--- config.mk ---
export PLATFORM = sky130hd
export DESIGN_NAME = noc_send_ni
export DESIGN_NICKNAME = d
export VERILOG_FILES = /design/src/rtl/noc_pkg.sv /design/src/rtl/noc_ni_fifo.sv /design/src/rtl/noc_send_ni.sv
export SDC_FILE = /design/constraint.sdc
export NUM_CORES = 1
export LEC_CHECK = 0
export BUFFER_PORTS_ARGS = -buffer_cell sky130_fd_sc_hd__buf_2
export CORE_MARGIN = 1
export CORE_UTILIZATION = 45
export DETAILED_ROUTE_END_ITERATION = 8
export REMOVE_ABC_BUFFERS = 1
export SETUP_SLACK_MARGIN = 0.5
export SYNTH_ARGS = -nofsm -noshare
export SYNTH_HDL_FRONTEND = slang
export SYNTH_SLANG_ARGS = --single-unit
--- constraint.sdc ---
create_clock -name CLK -period 5.9 [get_ports CLK]
set_input_delay 0.59 -clock CLK [delete_from_list [all_inputs] [get_ports CLK]]
set_output_delay 0.59 -clock CLK [all_outputs]
set_load 0.01 [all_outputs]
--- src/rtl/noc_pkg.sv ---
// Shared widths, flit field positions and FSM state type for the NoC send network interface.
`timescale 1ns/1ps
package noc_pkg;
    localparam int FLIT_W = 71;
    localparam int DATA_W = 64;
    localparam int DEST_W = 4;
    localparam int CRED_W = 2;

    localparam int FLIT_VALID_BIT = 70;
    localparam int FLIT_TAIL_BIT  = 69;
    localparam int FLIT_DEST_HI   = 68;
    localparam int FLIT_DEST_LO   = 65;
    localparam int FLIT_VC_BIT    = 64;
    localparam int FLIT_DATA_HI   = 63;
    localparam int FLIT_DATA_LO   = 0;

    localparam int CRED_VALID_BIT = 1;
    localparam int CRED_VC_BIT    = 0;

    localparam logic [DEST_W-1:0] MAX_DEST = 4'd8;

    typedef enum logic [1:0] {
        ST_INIT  = 2'd0,
        ST_RUN   = 2'd1,
        ST_STALL = 2'd2
    } ni_state_t;

    // Every flit is a single head+tail flit.
    function automatic logic [FLIT_W-1:0] make_flit(
        input logic [DEST_W-1:0] dest,
        input logic              vc,
        input logic [DATA_W-1:0] data
    );
        make_flit = {1'b1, 1'b1, dest, vc, data};
    endfunction
endpackage

--- src/rtl/noc_ni_fifo.sv ---
// Word FIFO for the send NI: power-of-two depth, pointer-MSB full/empty detection.
`timescale 1ns/1ps
module noc_ni_fifo
    import noc_pkg::*;
#(
    parameter int DEPTH = 4,
    parameter int WIDTH = DEST_W + DATA_W
) (
    input  logic             i_clk,
    input  logic             i_rst,
    input  logic             i_push,
    input  logic [WIDTH-1:0] i_wdata,
    input  logic             i_pop,
    output logic [WIDTH-1:0] o_rdata,
    output logic             o_full,
    output logic             o_empty
);
    localparam int AW = $clog2(DEPTH);

    logic [WIDTH-1:0] r_mem [DEPTH];
    logic [AW:0]      r_wr_ptr;
    logic [AW:0]      r_rd_ptr;
    logic             w_do_push;
    logic             w_do_pop;

    assign o_empty   = (r_wr_ptr == r_rd_ptr);
    assign o_full    = (r_wr_ptr[AW] != r_rd_ptr[AW]) &&
                       (r_wr_ptr[AW-1:0] == r_rd_ptr[AW-1:0]);
    assign w_do_push = i_push && !o_full;
    assign w_do_pop  = i_pop && !o_empty;
    assign o_rdata   = r_mem[r_rd_ptr[AW-1:0]];

    // Read/write pointers; reset flushes the contents.
    always_ff @(posedge i_clk) begin
        if (i_rst) begin
            r_wr_ptr <= {(AW+1){1'b0}};
            r_rd_ptr <= {(AW+1){1'b0}};
        end else begin
            if (w_do_push) begin
                r_wr_ptr <= r_wr_ptr + {{AW{1'b0}}, 1'b1};
            end
            if (w_do_pop) begin
                r_rd_ptr <= r_rd_ptr + {{AW{1'b0}}, 1'b1};
            end
        end
    end

    // Storage array.
    always_ff @(posedge i_clk) begin
        if (w_do_push) begin
            r_mem[r_wr_ptr[AW-1:0]] <= i_wdata;
        end
    end
endmodule

--- src/rtl/noc_send_ni.sv ---
// Send-side network interface: buffers operator words and injects credit-controlled single flits.
// Optional sticky error output enabled by defining NOC_NI_ERR_EN.
`timescale 1ns/1ps
module noc_send_ni
    import noc_pkg::*;
#(
    parameter int NUM_CREDITS = 4,
    parameter int VC          = 0,
    parameter int FIFO_DEPTH  = 4
) (
    input  logic              CLK,
    input  logic              RST,
    input  logic              in_valid,
    output logic              in_ready,
    input  logic [DATA_W-1:0] in_data,
    input  logic [DEST_W-1:0] in_dest,
    output logic [FLIT_W-1:0] flit_out,
    output logic              flit_en,
    input  logic [CRED_W-1:0] credit_in,
    output logic              credit_en,
    output logic [3:0]        credits,
    output logic [15:0]       sent_cnt
`ifdef NOC_NI_ERR_EN
    ,
    output logic              err
`endif
);
    localparam logic       L_VC       = 1'(VC);
    localparam logic [3:0] L_MAX_CRED = 4'(NUM_CREDITS);

    ni_state_t                  r_state;
    ni_state_t                  w_state_nxt;
    logic [3:0]                 r_credits;
    logic [3:0]                 w_credits_nxt;
    logic [FLIT_W-1:0]          r_flit;
    logic                       r_flit_en;
    logic [15:0]                r_sent_cnt;
    logic                       w_fifo_full;
    logic                       w_fifo_empty;
    logic [DEST_W+DATA_W-1:0]   w_fifo_rdata;
    logic                       w_push;
    logic                       w_pop;
    logic                       w_cred_ret;

    assign in_ready   = (r_state != ST_INIT) && !w_fifo_full;
    assign credit_en  = (r_state != ST_INIT);
    assign w_push     = in_valid && in_ready;
    assign w_pop      = (r_state == ST_RUN) && !w_fifo_empty && (r_credits != 4'd0);
    assign w_cred_ret = (r_state != ST_INIT) && credit_in[CRED_VALID_BIT] &&
                        (credit_in[CRED_VC_BIT] == L_VC);

    assign flit_out = r_flit;
    assign flit_en  = r_flit_en;
    assign credits  = r_credits;
    assign sent_cnt = r_sent_cnt;

    noc_ni_fifo #(
        .DEPTH (FIFO_DEPTH),
        .WIDTH (DEST_W + DATA_W)
    ) u_fifo (
        .i_clk   (CLK),
        .i_rst   (RST),
        .i_push  (w_push),
        .i_wdata ({in_dest, in_data}),
        .i_pop   (w_pop),
        .o_rdata (w_fifo_rdata),
        .o_full  (w_fifo_full),
        .o_empty (w_fifo_empty)
    );

    // Next-state and credit accounting; a send and a matching return on one edge cancel.
    always_comb begin
        w_state_nxt   = r_state;
        w_credits_nxt = r_credits;
        case (r_state)
            ST_INIT: begin
                w_state_nxt   = ST_RUN;
                w_credits_nxt = L_MAX_CRED;
            end
            ST_RUN: begin
                if (w_pop && w_cred_ret) begin
                    w_credits_nxt = r_credits;
                end else if (w_pop) begin
                    w_credits_nxt = r_credits - 4'd1;
                    if (r_credits == 4'd1) begin
                        w_state_nxt = ST_STALL;
                    end else begin
                        w_state_nxt = ST_RUN;
                    end
                end else if (w_cred_ret && (r_credits != L_MAX_CRED)) begin
                    w_credits_nxt = r_credits + 4'd1;
                end else begin
                    w_credits_nxt = r_credits;
                end
            end
            ST_STALL: begin
                if (w_cred_ret) begin
                    w_credits_nxt = r_credits + 4'd1;
                    w_state_nxt   = ST_RUN;
                end else begin
                    w_state_nxt   = ST_STALL;
                end
            end
            default: begin
                w_state_nxt   = ST_INIT;
                w_credits_nxt = 4'd0;
            end
        endcase
    end

    // State, credit counter, registered flit output and injection counter.
    always_ff @(posedge CLK) begin
        if (RST) begin
            r_state    <= ST_INIT;
            r_credits  <= 4'd0;
            r_flit     <= {FLIT_W{1'b0}};
            r_flit_en  <= 1'b0;
            r_sent_cnt <= 16'd0;
        end else begin
            r_state   <= w_state_nxt;
            r_credits <= w_credits_nxt;
            r_flit_en <= w_pop;
            if (w_pop) begin
                r_flit     <= make_flit(w_fifo_rdata[DEST_W+DATA_W-1:DATA_W], L_VC,
                                        w_fifo_rdata[DATA_W-1:0]);
                r_sent_cnt <= r_sent_cnt + 16'd1;
            end else begin
                r_flit     <= {FLIT_W{1'b0}};
            end
        end
    end

`ifdef NOC_NI_ERR_EN
    logic r_err;
    logic w_cred_drop;

    assign w_cred_drop = (r_state == ST_RUN) && w_cred_ret && !w_pop &&
                         (r_credits == L_MAX_CRED);
    assign err = r_err;

    // Sticky error: credit overflow or out-of-range destination.
    always_ff @(posedge CLK) begin
        if (RST) begin
            r_err <= 1'b0;
        end else if (w_cred_drop || (w_push && (in_dest > MAX_DEST))) begin
            r_err <= 1'b1;
        end else begin
            r_err <= r_err;
        end
    end
`endif
endmodule

=== After elaboration in Yosys (flattened, before gate mapping) ===
Memory sizes are Yosys's and may differ from the RTL's. A register that Yosys moved wholly into a read port is not among the register bits.
Cells that the tools add are included.

* Word-level logic and storage cells: 61
* Bits of input ports: 73
* Memory bits (writable): 272
* Register bits: 100
* Memories: 1
* Output and inout bits: 94

{| class="wikitable"
|+ Memory list
! memory !! words !! bits a word !! read ports !! clocked after Yosys merged registers in !! write ports !! RTL line !! text
|-
| u_fifo.r_mem || 4 || 68 || 1 || 1 || 1 || noc_ni_fifo.sv:20 || <nowiki>logic [WIDTH-1:0] r_mem [DEPTH];</nowiki>
|}

* Muxes and demuxes: 15
* Bitwise logic cells: 2
* Equal/unequal tests: 11
* Add/subtract/negate cells: 5
* Reductions and logical operators: 19

{| class="wikitable"
|+ Operators by type and width
! cell !! count
|-
| two-way mux 71 bit || 1
|-
| adder 16 x 1 -> 16 bit (second input constant) || 1
|-
| two-way mux 4 bit || 4
|-
| two-way mux 2 bit || 6
|-
| one-hot mux 4 bit (3 select lines) || 1
|-
| logical AND 1 bit || 11
|-
| adder 3 x 1 -> 3 bit (second input constant) || 2
|-
| one-hot mux 2 bit (3 select lines) || 1
|-
| adder 4 x 1 -> 4 bit (second input constant) || 1
|-
| equality test 4 x 1 -> 1 bit (second input constant) || 1
|-
| != test 2 bit (second input constant) || 2
|-
| != test 4 x 3 -> 1 bit (second input constant) || 1
|-
| nonzero test 4 bit || 1
|-
| subtractor 4 x 1 -> 4 bit (second input constant) || 1
|-
| equality test 3 bit || 1
|-
| != test 3 x 1 -> 1 bit (second input constant) || 1
|-
| AND reduction 3 bit || 1
|-
| equality test 2 x 1 -> 1 bit (second input constant) || 1
|-
| equality test 2 bit || 1
|-
| equality test 2 bit (second input constant) || 1
|-
| zero test 1 bit || 2
|-
| zero test 2 bit || 1
|-
| two-way mux 1 bit || 2
|-
| != test 2 x 1 -> 1 bit (second input constant) || 1
|-
| other kinds (5) || 6
|}

=== Logic depth before layout (Yosys ltp) ===
Gate-level depths: netlist (run 1).

* Depth in word-level cells: 8
* Gate-level depth with buffers: 10
* Depth with buffers taken out: 8

=== Cells and area by module ===
Synthesis (run 1) repeated with hierarchy kept, for this count alone.

* Cell total of the unflattened synthesis: 736
* Area total of the unflattened synthesis: 13588.0 um2

{| class="wikitable"
|+ By module, submodules not included
! module !! instances !! sequential area each (um2) !! area an instance (um2) !! cells each
|-
| noc_ni_fifo || 1 || 8328.0 || 10359.9 || 424
|-
| noc_send_ni || 1 || 1821.7 || 3228.1 || 312
|}

=== Worst setup path before layout (run 1) ===
Ideal clock, no wire load.

* Path kind: reg-to-reg
* Start point: reg u_fifo.r_wr_ptr[1]
* End point: mem u_fifo.r_mem[3][0] (netlist name), enable pin
* Data required time: 5.465 ns
* Period minus slack after synthesis: 3.098 ns
* Arrival time: 2.662 ns
* Buffers on the path: 0
* Slack: 2.802 ns
* Stages on the path, launching flop included: 4
* Library setup time: 0.435 ns
* Path through: dfxtp_1 -> xor2_1 -> o31a_1 -> and3_1

* Longest elaborated chain between the ends: 8

{| class="wikitable"
|+ Ends and longest elaborated chain
! item !! RTL line !! text
|-
| from (decl) || noc_ni_fifo.sv:21 || <nowiki>logic [AW:0] r_wr_ptr;</nowiki>
|-
| from (signal assigned) || noc_ni_fifo.sv:36 || <nowiki>r_wr_ptr <= {(AW+1){1'b0}};</nowiki>
|-
| from (signal assigned) || noc_ni_fifo.sv:40 || <nowiki>r_wr_ptr <= r_wr_ptr + {{AW{1'b0}}, 1'b1};</nowiki>
|-
| equality test 2 bit || noc_ni_fifo.sv:28 || <nowiki>(r_wr_ptr[AW-1:0] == r_rd_ptr[AW-1:0]);</nowiki>
|-
| logical AND 1 bit || noc_ni_fifo.sv:27 || <nowiki>assign o_full = (r_wr_ptr[AW] != r_rd_ptr[AW]) &&</nowiki>
|-
| zero test 1 bit || noc_send_ni.sv:45 || <nowiki>assign in_ready = (r_state != ST_INIT) && !w_fifo_full;</nowiki>
|-
| logical AND 1 bit || noc_send_ni.sv:45 ||
|-
| net in_ready || noc_send_ni.sv:14 || <nowiki>output logic in_ready,</nowiki>
|-
| logical AND 1 bit || noc_send_ni.sv:47 || <nowiki>assign w_push = in_valid && in_ready;</nowiki>
|-
| logical AND 1 bit || noc_ni_fifo.sv:29 || <nowiki>assign w_do_push = i_push && !o_full;</nowiki>
|-
| two-way mux 1 bit || noc_ni_fifo.sv:50 || <nowiki>if (w_do_push) begin</nowiki>
|-
| two-way mux 1 bit (not written as such) || noc_ni_fifo.sv:51 || <nowiki>r_mem[r_wr_ptr[AW-1:0]] <= i_wdata;</nowiki>
|-
| to (decl) || noc_ni_fifo.sv:20 ||
|}

The timed path passes the listed nets, and every way through them passes these cells.

=== Final worst setup path (run 1) ===
* Start point: reg r_credits[0] (netlist: credits[0])
* End point: reg r_flit[61] (netlist: flit_out[61])

* Longest elaborated chain between the ends: 4

{| class="wikitable"
|+ Ends and longest elaborated chain
! item !! RTL line !! text
|-
| from (decl) || noc_send_ni.sv:33 || <nowiki>logic [3:0] r_credits;</nowiki>
|-
| from (signal assigned) || noc_send_ni.sv:121 || <nowiki>r_credits <= w_credits_nxt;</nowiki>
|-
| nonzero test 4 bit || noc_send_ni.sv:48 || <nowiki>assign w_pop = (r_state == ST_RUN) && !w_fifo_empty && (r_credits != 4'd0);</nowiki>
|-
| logical AND 1 bit || noc_send_ni.sv:48 ||
|-
| inverter 1 bit (no line) || -- ||
|-
| OR reduction 2 bit (no line) || -- ||
|-
| to (signal assigned) || noc_send_ni.sv:116 || <nowiki>r_flit <= {FLIT_W{1'b0}};</nowiki>
|-
| to (signal assigned) || noc_send_ni.sv:124 || <nowiki>r_flit <= make_flit(w_fifo_rdata[DEST_W+DATA_W-1:DATA_W], L_VC,</nowiki>
|-
| to (signal assigned) || noc_send_ni.sv:128 || <nowiki>r_flit <= {FLIT_W{1'b0}};</nowiki>
|-
| to (decl) || noc_send_ni.sv:35 || <nowiki>logic [FLIT_W-1:0] r_flit;</nowiki>
|}

No other way between the ends.
A chain may end at the register's enable or synchronous reset.

==> qor.txt, run 1 <==
FF+latch count, synth -> 371
Top-area cell type share of the netlist area -> 0.615
Nets -> 946
Status -> completed
Post_cts resized -> 0
Sum of buffers and inverters on the critical path -> 1
WS Path Type -> reg -> reg
Library cells used by synthesis -> 47
Pin count of the biggest net entering global routing -> 70
Gr usage total -> 0.168
Pwr dens -> 352 nW/um^2
First-pass GRT wire length -> 38900 um
Post-synth top cells -> 272 x edfxtp_1, 99 x dfxtp_1, 72 x nor2b_1
Final hold vios -> 0
Clk_skew -> 0.0305 ns
Routed length per placed instance -> 19.4 um
Leakage power -> 5.54 nW
Fmax -> 0.375 GHz
Seq/Total Area, Yosys -> 0.764
Routability-driven placement congestion ratio -> 0.848
Crit-path max FO -> 69
CTS Hold Bufs -> 0
Longest Clk Path Bufs -> 3
Least-Margin Pin Slew -> 1.13 ns
Rows -> 62
Area growth syn-to-layout -> 18.3%
Via density -> 5.17
Max-Cap Viols -> 0
EDFF count, synth -> 272
DIE AREA -> 30200 um^2
YS warnings -> 0
DRC Markers -> 0
Synth Flop Type -> edfxtp_1
Top post-synthesis cells by area -> edfxtp_1 61%, dfxtp_1 15%, mux4_2 12%
Total power -> 5.53 mW
Final Cell Area -> 15700 um^2
Share of layout cells above drive strength 1 -> 0.340
Place WS -> 3.22 ns
Worst-path clk slew -> 0.06 ns
Post-route ant nets -> 0
Worst skew pair latency -> 0.51 ns
Starting DRT DRC Count -> 427
Routed WL -> 24800 um
Syn_area_per_cell -> 19.3 um^2
Die Span Y -> 174 um
Synthesized area -> 13300 um^2
Starting density of the core -> 0.460
Top Ports -> 167
Core box area -> 28900 um^2
Worst rel slew slack -> 0.245
Clock root buffer -> clkbuf_16
Family with the most delay on the worst path -> simple AND/OR/NAND/NOR gates
Final period util -> 0.453
Dpl cell area -> 14500 um^2
CP startpoint kind -> register
VDD IR max -> 184 uV
CP required -> 6.32 ns
Vias -> 6616
Post-route setup slack -> 3.23 ns
Hold Crit Class -> in -> reg
Port Buffer Count -> 165
CTS buffer count -> 38
Yosys top cell by area -> edfxtp_1
Sink Count -> 371
Minimum clock period -> 2.67 ns
Ys async rst share -> 0
Setup TNS -> 0 ns
Top-count cell post-synth -> edfxtp_1
Worst setup EP type -> register
Arrival time at the worst endpoint -> 3.09 ns
Critical Path, Cell by Cell -> inv_1, ha_1, nor3b_2, a31o_1, nor2_4, nand2_4, nor2b_1
Worst path max stage delay -> 0.57 ns
Cells after synthesis -> 690
RSZ-0062 raised after global routing -> no
Initial antenna violation count -> 8
CTS H-tree lvls -> 2
Final count of pins violating max slew -> 0
Vias in the first global route -> 7024
DR pass1 iterations -> 4
Final Util -> 0.544
Setup-failing EPs final -> 0
Die Wd -> 174 um
Total gr overflow -> 0
# Post-CTS Setup Buffers -> 0
Dpl hpwl -> 13900 um
CP max stage cell -> nand2_4
CTS tree -> built
## metrics by stage
step / hold WS [ns] / cells
global route: 0.274 / 1278
CTS: 0.262 / 1277
global placement: 0.498 / 1208
detailed placement: 0.525 / 1208
finish: 0.283 / 1279
floorplan: 0.516 / 656
## logic make-up after synthesis
| logic type | synth area share |
|---|---|
| compound gates | 0.0159 |
| xor+xnor | 0.0189 |
| fa+ha+maj | 0.00848 |
| buf+inv | 0.0138 |
| flops | 0.764 |
| mux | 0.115 |
| other cells | 0.000282 |
| simple gates | 0.0632 |
## worst register-to-register path, cell delays in order, from the launching register on
cell,delay [ns]
dfxtp_1,0.51
inv_1,0.09
ha_1,0.24
nor3b_2,0.18
a31o_1,0.34
nor2_4,0.31
nand2_4,0.57
nor2b_1,0.34
## power by group
group / total, mW / switching (mW) / internal, mW
Clock: 2.30 / 0.916 / 1.39
Combinational: 0.315 / 0.155 / 0.160
Sequential: 2.91 / 0.0442 / 2.87
## sequential cells by signal, summed over array words and instances, names as in the netlist, named ones only
register / cells
flit_out: 69
credits: 4
r_state: 2
u_fifo.r_wr_ptr: 3
sent_cnt: 16
u_fifo.r_rd_ptr: 3
u_fifo.r_mem: 272
## worst paths after layout
path                     start             endpoint  slack (ns)  cells past startpoint
setup / recovery    credits[0]         flit_out[61]        3.23                      7
hold / removal     in_data[21]  u_fifo.r_mem[2][21]        0.28                      1
setup reg to reg    credits[0]         flit_out[61]        3.23                      7
hold reg to reg   sent_cnt[14]         sent_cnt[14]        0.54                      2
## placed cells by master (no fill, tap or decap), types with 2 or more instances in the layout
cell / instances
xnor2_2: 2
and3_4: 4
bufinv_16: 2
buf_4: 3
o31a_1: 2
clkinv_2: 5
o21ai_0: 4
dfxtp_1: 97
clkbuf_1: 16
and2_1: 3
clkbuf_8: 6
nand2b_1: 3
diode_2: 2
nand3_1: 10
a21oi_1: 4
dfxtp_4: 2
clkbuf_16: 39
xnor2_1: 8
nor2b_1: 72
nor2_1: 25
ha_1: 9
a31o_1: 2
buf_2: 165
nor3_1: 3
inv_1: 7
and3_1: 5
mux4_2: 68
a31oi_1: 2
nand2_1: 9
edfxtp_1: 272
nand4_1: 4
xor2_1: 17
## layout make-up
class                   instances  area, um^2
clock inverters                 8        93.8
multi-input cells             278        2980
well taps                     384         480
fillers                      2321       13200
inverters                       7        26.3
clock buffers                  61        1120
repair buffers                168         848
flip-flops and latches        371       10200
diodes                          2        5.00
## per-layer routing
layer,share of wire,GRT usage
met1,0.42,0.210
met5,0.0028,0
met4,0.022,0.0504
met3,0.067,0.0491
met2,0.49,0.281
Power figures use the tool's default switching activity.
==> inputs of run 2 (changes only) <==
--- a/config.mk
+++ b/config.mk
@@ -5,6 +5,7 @@
 export SDC_FILE = /design/constraint.sdc
 export NUM_CORES = 1
 export LEC_CHECK = 0
+export ABC_AREA = 1
 export BUFFER_PORTS_ARGS = -buffer_cell sky130_fd_sc_hd__buf_2
 export CORE_MARGIN = 1
 export CORE_UTILIZATION = 45
==> constraint.sdc (replaced) <==
create_clock -name CLK -period 2.51 [get_ports CLK]
set_input_delay 0.251 -clock CLK [delete_from_list [all_inputs] [get_ports CLK]]
set_output_delay 0.251 -clock CLK [all_outputs]
set_load 0.01 [all_outputs]
==> run 2 against run 1 <==
- final cell count increased by 40%
- count of clock-buffer cells in the layout decreased by 15
- highest routed layer is now met4
- flip-flop and latch count unchanged
- first-iteration DRC count increased by 40%
- critical path type unchanged
- fmax increased by 41%
- sequential power increased by 140%
- routed wire length increased by 19%
- synthesized area increased by 2.3%
- hold slack got worse by 0.17 ns
==> qor.txt, run 2 <==
Most frequent cells in the layout -> 298 x nor2_1, 272 x edfxtp_1, 165 x buf_2
Clk_skew -> 0.0177 ns (-0.0128 ns)
Crit path capture -> u_fifo.r_mem[1][43]
Rows -> 63 (+1.6%)
Worst rel slew slack -> 0.387 (+0.142)
Most used cell, CP -> nand2_1
Starting density of the core -> 0.457 (-0.00287)
Total gr overflow -> 0 (unchanged)
Combinational Power Share -> 0.106 (+0.049)
Top Ports -> 167 (unchanged)
FF+latch count, synth -> 371 (unchanged)
VDD IR max -> 428 uV (+130%)
Cells after synthesis -> 1132 (+64%)
Setup-failing EPs final -> 0 (unchanged)
Pin count of the biggest net entering global routing -> 137 (+96%)
Share of layout cells above drive strength 1 -> 0.195 (-0.145)
Least-Margin Pin Slew -> 0.919 ns (-0.212 ns)
Core box area -> 29700 um^2 (+3.0%)
Critical path depth -> 9 (+2)
DIE AREA -> 30900 um^2 (+2.3%)
Vias -> 8902 (+35%)
Starting DRT DRC Count -> 596 (+40%)
R2R Path End -> u_fifo.r_mem[1][43]
Vias in the first global route -> 8734 (+24%)
Longest Clk Path Bufs -> 3 (unchanged)
Sw frac -> 0.236 (+0.0344)
Final-layout fill cell count -> 2427 (+4.6%)
CP required -> 2.68 ns (-3.64 ns)
Seq/Total Area, Yosys -> 0.747 (-0.0174)
Via density -> 4.96 (-4.1%)
Sw power -> 3.34 mW (+200%)
Worst setup EP type -> register
First-pass GRT wire length -> 46000 um (+18%)
Ys async rst share -> 0 (unchanged)
Worst-path clk slew -> 0.06 ns (about the same)
Leakage power -> 6.44 nW (+16%)
Clk pwr share -> 0.406 (-0.010)
Reg2reg start -> u_fifo.r_wr_ptr[0]
Clock root buffer -> clkbuf_16
Routed length per placed instance -> 16.5 um (-15%)
WS Path Type -> reg -> reg
DRC Markers -> 0 (unchanged)
Non-filler cells, final -> 1794 (+40%)
Yosys top cell by area -> edfxtp_1
Library cells used by synthesis -> 32 (-32%)
Worst path max stage delay -> 0.41 ns (-0.16 ns)
Max-Cap Viols -> 0 (unchanged)
YS warnings -> 0 (unchanged)
Synth Flop Type -> edfxtp_1
Int Pwr -> 10.8 mW (+140%)
Final Cell Area -> 17000 um^2 (+8.1%)
CP startpoint kind -> register
Fmax -> 0.526 GHz (+41%)
Family with the most delay on the worst path -> simple AND/OR/NAND/NOR gates
Dpl hpwl -> 17100 um (+23%)
Largest register FFs -> 272 (unchanged)
Crit-path max FO -> 50 (-28%)
CTS tree -> built
Status -> completed
Hold Crit Class -> in -> reg
Minimum clock period -> 1.90 ns (-0.770 ns)
Final Util -> 0.572 (+0.0273)
Routability-driven placement congestion ratio -> 0.844 (-0.48%)
Dpl cell area -> 14900 um^2 (+3.0%)
Critical path launch point -> u_fifo.r_wr_ptr[0]
Initial antenna violation count -> 2 (-6)
CP max stage cell -> dfxtp_1
DR pass1 iterations -> 4 (unchanged)
Routed WL -> 29600 um (+19%)
Critical Path, Cell by Cell -> inv_2, nand2_1, nand2_1, nand2_1, o21ai_0, inv_1, nand2_2, nor2_4, buf_12
Post-synth top cells -> 302 x nor2_1, 272 x edfxtp_1, 151 x o21ai_0
FF-to-FF path depth -> 9 (+2)
Synthesized area -> 13600 um^2 (+2.3%)
Total power -> 14.1 mW (+160%)
Sink Count -> 371 (unchanged)
Gr usage total -> 0.191 (+0.0238)
RSZ-0062 raised after global routing -> no
R2r setup slk -> 0.61 ns (-2.62 ns)
Arrival time at the worst endpoint -> 2.07 ns (-1.02 ns)
Footprint of the multi-input gates -> 3060 um^2 (+2.6%)
EDFF count, synth -> 272 (unchanged)
Most common cell after layout, fill and taps aside -> nor2_1
Nets -> 1455 (+54%)
Die Wd -> 176 um (+1.1%)
Reg power frac -> 0.488 (-0.039)
CTS buffer count -> 39 (+2.6%)
Die Span Y -> 176 um (+1.1%)
Worst skew pair latency -> 0.52 ns (about the same)
Cells after DPL -> 1649 (+37%)
Top-area cell type share of the netlist area -> 0.601 (-0.0140)
Sequential cell area -> 10200 um^2 (about the same)
Final period util -> 0.757 (+0.304)
Sum of buffers and inverters on the critical path -> 3 (+2)
Final count of pins violating max slew -> 0 (unchanged)
Post-route ant nets -> 0 (unchanged)
Final hold vios -> 0 (unchanged)
Top-count cell post-synth -> nor2_1
CTS H-tree lvls -> 2 (unchanged)
Area growth syn-to-layout -> 25.0%
Top post-synthesis cells by area -> edfxtp_1 60%, dfxtp_1 15%, nor2_1 8.3%
Hold_ws -> 0.115 ns (-0.168 ns)
Syn_area_per_cell -> 12.0 um^2 (-38%)
Pwr dens -> 832 nW/um^2 (+140%)
Port Buffer Count -> 165 (unchanged)
[run 2: cell type report]
cell class | count | area share
antenna | 2 | 0.000295
clock buffer | 46 | 0.0614
clock inverter | 24 | 0.0149
inverter | 40 | 0.00943
multi-input combinational | 662 | 0.180
sequential | 371 | 0.598
tap | 390 | 0.0287
timing repair buffer | 259 | 0.107
[run 2: logic make-up after synthesis]
family	synth area share
and+or+nand+nor	0.117
DFF	0.747
AOI/OAI and AO/OA	0.0931
buffers and inverters	0.0316
adders and majority gates	0.00828
xor gates and xnor gates	0.00322
other	0.000276
[run 2: worst min-delay path by stage]
stage,cells past startpoint,to,slack [ns],start
global placement,1,u_fifo.r_mem[1][44],0.47,in_data[44]
finish,2,sent_cnt[14],0.12,RST
CTS,1,u_fifo.r_mem[1][6],0.002,in_data[6]
detailed placement,1,u_fifo.r_mem[3][44],0.48,in_data[44]
floorplan,1,sent_cnt[9],0.32,RST
global route,2,sent_cnt[4],0.14,RST
[run 2: layer usage]
metal | part of all wire | wire length (um) | global-route usage
met1 | 0.44 | 13100 | 0.250
met2 | 0.48 | 14200 | 0.323
met3 | 0.064 | 1890 | 0.0418
met4 | 0.016 | 475 | 0.0489
met5 | 0 | 0 | 0
[run 2: per-stage QoR]
step / setup TNS (ns) / worst slack [ns]
after floorplan: -623.78 / -2.00
after global placement: 0 / 0.413
after detailed placement: 0 / 0.362
after CTS: 0 / 0.522
after global routing: 0 / 0.514
final: 0 / 0.610
[run 2: timing repair]
item / CTS / global route
hold endpoints to repair: 266 / 4
buffers inserted: 1 / 3
hold buffers: 67 / 1
pin swaps: 1 / 1
setup endpoints to repair: 181 / 121
gates resized for setup: 3 / 5
gates cloned: 0 / 1
[run 2: power by group through the flow]
| stage | sequential [mW] | combinational, mW | clock (mW) |
|---|---|---|---|
| 3_5_place_dp | 7.03 | 1.42 | 0 |
| 3_3_place_gp | 7.02 | 1.41 | 0 |
| 2_1_floorplan | 7.15 | 0.709 | 0 |
| 6_report | 6.89 | 1.50 | 5.74 |
| 5_1_grt | 6.91 | 1.70 | 6.09 |
| 4_1_cts | 6.89 | 1.51 | 5.85 |
